===== src/rtl/iir_pole_if.sv =====
// iir_pole_if: sample handshake and result bus for the iir_pole section.
// master = sample producer / result consumer, slave = the filter itself.
interface iir_pole_if;
  logic signed [24:0] Xin;
  logic               in_valid;
  logic               in_ready;
  logic signed [25:0] Yout;
  logic               out_valid;
  logic               sat;
  logic               ovr_err;

  modport master (output Xin, in_valid,
                  input  in_ready, Yout, out_valid, sat, ovr_err);
  modport slave  (input  Xin, in_valid,
                  output in_ready, Yout, out_valid, sat, ovr_err);
endinterface


===== src/rtl/iir_pole.sv =====
// iir_pole: second-order all-pole IIR section.
//   y[n] = (Xin*1024 - A1*y[n-1] - A2*y[n-2]) >>> 10
// A single 12x26 multiplier is shared across two FSM states.
// One sample is accepted every 4 cycles.
// Optional build macro IIR_POLE_SAT_EN:
//   defined   -> the result is clamped to 26-bit signed and sat flags the clip.
//   undefined -> the result wraps to 26 bits and sat stays 0.
module iir_pole #(
  parameter logic signed [11:0] COE_A1 = -12'sd1870,
  parameter logic signed [11:0] COE_A2 = 12'sd850
) (
  input  logic         clk,
  input  logic         rst_n,
  iir_pole_if.slave    bus
);

  typedef enum logic [1:0] {IDLE, MUL1, MUL2, DONE} state_t;

  localparam logic signed [39:0] YMAX = 40'sd33554431;
  localparam logic signed [39:0] YMIN = -40'sd33554432;

  state_t             r_state;
  logic signed [39:0] r_acc;
  logic signed [25:0] r_y1, r_y2, r_yout;
  logic               r_out_valid, r_sat, r_ovr_err;

  logic signed [11:0] w_coef;
  logic signed [25:0] w_yop;
  logic signed [37:0] w_prod;
  logic signed [39:0] w_shift;
  logic signed [25:0] w_result;
  logic               w_clip;

  // Shared multiplier: A1*Y1 in MUL1, A2*Y2 otherwise.
  always_comb begin
    w_coef = (r_state == MUL1) ? COE_A1 : COE_A2;
    w_yop  = (r_state == MUL1) ? r_y1   : r_y2;
    w_prod = 38'(w_coef) * 38'(w_yop);
  end

  assign w_shift = r_acc >>> 10;

`ifdef IIR_POLE_SAT_EN
  // Clamp the floored result into the 26-bit signed output range.
  always_comb begin
    w_result = w_shift[25:0];
    w_clip   = 1'b0;
    if (w_shift > YMAX) begin
      w_result = YMAX[25:0];
      w_clip   = 1'b1;
    end else if (w_shift < YMIN) begin
      w_result = YMIN[25:0];
      w_clip   = 1'b1;
    end
  end
`else
  logic w_unused_hi;
  assign w_unused_hi = ^{w_shift[39:26], YMAX, YMIN};
  // Two's-complement wrap: keep the low 26 bits.
  always_comb begin
    w_result = w_shift[25:0];
    w_clip   = 1'b0;
  end
`endif

  // Control FSM, accumulator, feedback history and registered outputs.
  always_ff @(posedge clk or negedge rst_n) begin
    if (!rst_n) begin
      r_state     <= IDLE;
      r_acc       <= '0;
      r_y1        <= '0;
      r_y2        <= '0;
      r_yout      <= '0;
      r_out_valid <= 1'b0;
      r_sat       <= 1'b0;
      r_ovr_err   <= 1'b0;
    end else begin
      r_out_valid <= 1'b0;
      if (bus.in_valid && r_state != IDLE) r_ovr_err <= 1'b1;
      case (r_state)
        IDLE: if (bus.in_valid) begin
          r_acc   <= {{5{bus.Xin[24]}}, bus.Xin, 10'b0};
          r_state <= MUL1;
        end
        MUL1: begin
          r_acc   <= r_acc - {{2{w_prod[37]}}, w_prod};
          r_state <= MUL2;
        end
        MUL2: begin
          r_acc   <= r_acc - {{2{w_prod[37]}}, w_prod};
          r_state <= DONE;
        end
        DONE: begin
          r_yout      <= w_result;
          r_y2        <= r_y1;
          r_y1        <= w_result;
          r_sat       <= w_clip;
          r_out_valid <= 1'b1;
          r_state     <= IDLE;
        end
        default: r_state <= IDLE;
      endcase
    end
  end

  assign bus.in_ready  = (r_state == IDLE);
  assign bus.Yout      = r_yout;
  assign bus.out_valid = r_out_valid;
  assign bus.sat       = r_sat;
  assign bus.ovr_err   = r_ovr_err;

endmodule


===== src/flat_wrapper.sv =====
// flat-port wrapper written by rule: the top's interface ports become plain ports
module iir_pole_flat 
#(
  parameter logic signed [11:0] COE_A1 = -12'sd1870,
  parameter logic signed [11:0] COE_A2 = 12'sd850
)
  (clk, rst_n, bus_Xin, bus_in_valid, bus_in_ready, bus_Yout, bus_out_valid, bus_sat, bus_ovr_err);
  iir_pole_if bus_i ();
  input  logic clk;
  input  logic rst_n;
  input wire logic [$bits(bus_i.Xin)-1:0] bus_Xin;
  input wire logic [$bits(bus_i.in_valid)-1:0] bus_in_valid;
  output wire logic [$bits(bus_i.in_ready)-1:0] bus_in_ready;
  output wire logic [$bits(bus_i.Yout)-1:0] bus_Yout;
  output wire logic [$bits(bus_i.out_valid)-1:0] bus_out_valid;
  output wire logic [$bits(bus_i.sat)-1:0] bus_sat;
  output wire logic [$bits(bus_i.ovr_err)-1:0] bus_ovr_err;
  assign bus_i.Xin = bus_Xin;
  assign bus_i.in_valid = bus_in_valid;
  assign bus_in_ready = bus_i.in_ready;
  assign bus_Yout = bus_i.Yout;
  assign bus_out_valid = bus_i.out_valid;
  assign bus_sat = bus_i.sat;
  assign bus_ovr_err = bus_i.ovr_err;
  iir_pole #(.COE_A1(COE_A1), .COE_A2(COE_A2)) u_core (.clk(clk), .rst_n(rst_n), .bus(bus_i));
endmodule

===== config.mk =====
export PLATFORM = sky130hd
export DESIGN_NAME = iir_pole_flat
export DESIGN_NICKNAME = d
export VERILOG_FILES = /design/src/rtl/iir_pole_if.sv /design/src/rtl/iir_pole.sv /design/src/flat_wrapper.sv
export SDC_FILE = /design/constraint.sdc
export NUM_CORES = 1
export LEC_CHECK = 0
export CAP_MARGIN = 20
export CORE_MARGIN = 2
export CORE_UTILIZATION = 28
export DETAILED_ROUTE_END_ITERATION = 8
export GPL_TIMING_DRIVEN = 0
export PLACE_DENSITY_LB_ADDON = 0.25
export SYNTH_ARGS = -nofsm -noshare
export SYNTH_HDL_FRONTEND = slang
export SYNTH_SLANG_ARGS = --single-unit

===== constraint.sdc =====
create_clock -name clk -period 12.3 [get_ports clk]
set_input_delay 1.845 -clock clk [delete_from_list [all_inputs] [get_ports clk]]
set_output_delay 1.845 -clock clk [all_outputs]
set_load 0.03 [all_outputs]

==> results.toml <==
[outcome]
outcome = "completed"

[worst_hold_path]
hp-class = "reg2reg"
whs_path_depth = 1
min_to = "u_core.bus.ovr_err$_DFFE_PN0P_"
min-delay-start = "u_core.bus.ovr_err$_DFFE_PN0P_"

[critical_path]
crit_slowest_cell = "o311ai_1"
crit_path_frequent_cell = "inv_1"
r2r-start = "u_core.r_state[1]$_DFFE_PN0P_"
cp.arrival_ns = 9.75
rrSetupSlack_ns = 2.80
crit_type = "reg2reg"
critPathMaxFanout = 10
worst-r2r-cell-count = 36
reg2reg_to = "u_core.r_acc[35]$_DFFE_PN0P_"
startpoint_type = "register"
worstPathRequired_ns = 12.55
critPathMaxStageDelay_ns = 0.73
critPathCaptureType = "register"

[timing]
maxSlewViolCount = 0
setup_viol = 0
fin_crit_ns = 9.50
worst_pin_slew_ns = 0.902
relSlewSlack = 0.399
fin_setup_tns_ns = 0
rsz0062_at_grt = "false"
skew_ns = 0.00725
max_freq_mhz = 105
hold_viol = 0
fin_crit_sh = 0.772

[global_route]
grt_max_degree = 60
grtUsageMet2 = 0.257
top_usage_layer = "met2"
track_usage = 0.162
gr-usage-met1 = 0.234
antenna_found_initial = 0
grt-ovfl-total = 0
grt_pass1_wl_um = 59500
grt_pass1_vias = 10301
use_met3 = 0.0135

[flow_run]
drv_cap = 0

[detailed_routing]
drtIter0Drc = 670
wl_per_cell_um = 16.9
drc = 0
ant_nets = 0
finalWirelength_um = 37000
vias = 10217
firstDrtPassIters = 5
vias_per_cell = 4.67

[floorplanning]
fp.dieW_um = 218
core_um2 = 45300
num_io_pins = 58
fp-row-count = 78
initial_core_util = 0.284
fp.dieH_um = 218
fp.dieArea_um2 = 47600

[synthesis]
synthCells = 1494
seq_area_frac_synth = 0.177
yosysTopAreaCell = "fa_1"
netlist_area_um2 = 12800
avgSynthCellArea_um2 = 8.60
ys.flop_type = "dfrtp_1"
synth_edf_count = 0
synthTopCellsByArea = "fa_1 (20%), dfrtp_1 (18%), ha_1 (14%), inv_1 (9.5%), nand2_1 (4.3%)"
synth.top_cell.area_share = 0.204
synth_seq_cells = 91
ys_types = 78
ys_async_sr_fraction = 1.00
yosys_warnings = 0

[final_layout]
layout_commonest_cell = "inv_1"
n_fill_cell = 4859
antenna_cells = 0
area_growth_pct = 13.5
drive_above_1_share = 0.0523
mostFrequentLayoutCells = "inv_1 (326), ha_1 (148), nand2_1 (146)"
nets = 1890

[clock_network]
cts_sinks = 91
cts_max_level = 3
post_cts_resized = 0
clockBufferDepth = 2
numCtsBuffers = 9
post_cts_buffers = 0
cts_tree = "built"
clockRootBuffer = "clkbuf_16"
clkLatencyLatePin_ns = 0.37
cts-hold-fix-buffers = 0
path_clk_slew_ns = 0.07

[placement]
gp_congestion = 0.890
portBuffers = 56
dpl.hpwl_um = 31200
==> per-layer routing <==
layer | share of wire | wire, um
met3 | 0.031 | 1160
met1 | 0.49 | 18200
met4 | 0.024 | 904
met5 | 0 | 0
met2 | 0.45 | 16700
==> final cells by class <==
type	count	area (um2)	share of cell area
Multi-Input combinational cell	1044	9200	0.631
Sequential cell	91	2280	0.156
Inverter	328	1230	0.0845
Tap cell	600	751	0.0515
Timing Repair Buffer	57	586	0.0402
Clock buffer	12	267	0.0183
Buffer	52	211	0.0145
Clock inverter	4	47.5	0.00326
==> how the worst max path moves through the flow <==
stage | startpoint | depth (start not counted) | endpoint
detailed placement | u_core.r_state[1]$_DFFE_PN0P_ | 36 | u_core.r_acc[35]$_DFFE_PN0P_
global route | u_core.r_state[1]$_DFFE_PN0P_ | 36 | u_core.r_acc[35]$_DFFE_PN0P_
CTS | u_core.r_state[1]$_DFFE_PN0P_ | 36 | u_core.r_acc[35]$_DFFE_PN0P_
global placement | u_core.r_state[1]$_DFFE_PN0P_ | 36 | u_core.r_acc[35]$_DFFE_PN0P_
floorplan | u_core.r_state[1]$_DFFE_PN0P_ | 36 | u_core.r_acc[35]$_DFFE_PN0P_
finish | u_core.r_state[1]$_DFFE_PN0P_ | 36 | u_core.r_acc[35]$_DFFE_PN0P_
==> registers in the layout (all words and copies together), names as in the netlist <==
name,count
u_core.bus.Yout,26
u_core.bus.out_valid,1
u_core.bus.ovr_err,1
u_core.r_acc,35
u_core.r_state,2
u_core.r_y2,26
==> cells by family (layout without fill, tap and decap cells) <==
logic type      after synthesis  after routing  synth area share
mux                          53             53            0.0476
compound gates              311            311             0.156
other cells                   2             23          0.000585
fa+ha+maj                   280            280             0.349
xor+xnor                     70             70            0.0488
buf+inv                     380            453             0.112
simple gates                307            307             0.108
flops                        91             91             0.177
==> metrics by stage <==
| step | cells | utilization | hold WS (ns) | area, um2 | worst slack [ns] |
|---|---|---|---|---|---|
| 4_1_cts | 2188 | 0.322 | 0.473 | 14600 | 2.72 |
| 2_1_floorplan | 1515 | - | 0.456 | 12900 | 4.55 |
| 3_5_place_dp | 2172 | 0.315 | 0.452 | 14300 | 2.78 |
| 3_3_place_gp | 2171 | 0.314 | 0.446 | 14200 | 2.77 |
| 5_1_grt | 2188 | 0.322 | 0.501 | 14600 | 2.19 |
| 6_report | 2188 | 0.322 | 0.466 | 14600 | 2.80 |
==> worst max-delay path, delay by kind of cell, from the launching register on <==
kind            cells  cell delay, ns
buf+inv            11            1.97
xor+xnor            2            0.45
compound gates     11            2.87
flops               1            0.41
fa+ha+maj           8            3.09
simple gates        4            0.58
==> synthesized netlist by cell type (3+ instances only) <==
library cell / n
o21a_1: 12
or3_1: 6
nand4_1: 10
nand2_1: 146
ha_1: 148
nor3_1: 12
and3_1: 13
o22ai_1: 19
nand3_1: 21
buf_1: 3
mux2i_1: 6
nand2b_1: 10
nor4_1: 6
nor2b_1: 14
clkbuf_1: 45
a211o_1: 4
inv_1: 326
fa_1: 131
a21oi_1: 84
a21boi_0: 3
a31oi_1: 7
o21ai_1: 5
o211ai_1: 3
o21bai_1: 11
mux2_2: 45
nor2_1: 59
o21ai_0: 77
a211oi_1: 8
a221oi_1: 10
a21o_1: 31
xnor2_1: 39
nor3b_1: 3
o21ba_2: 3
xor2_1: 30
dfrtp_1: 91
Power is left out: the tool's default activity adds up to more than one toggle a clock period on the data nets, which glitch-free logic cannot reach.
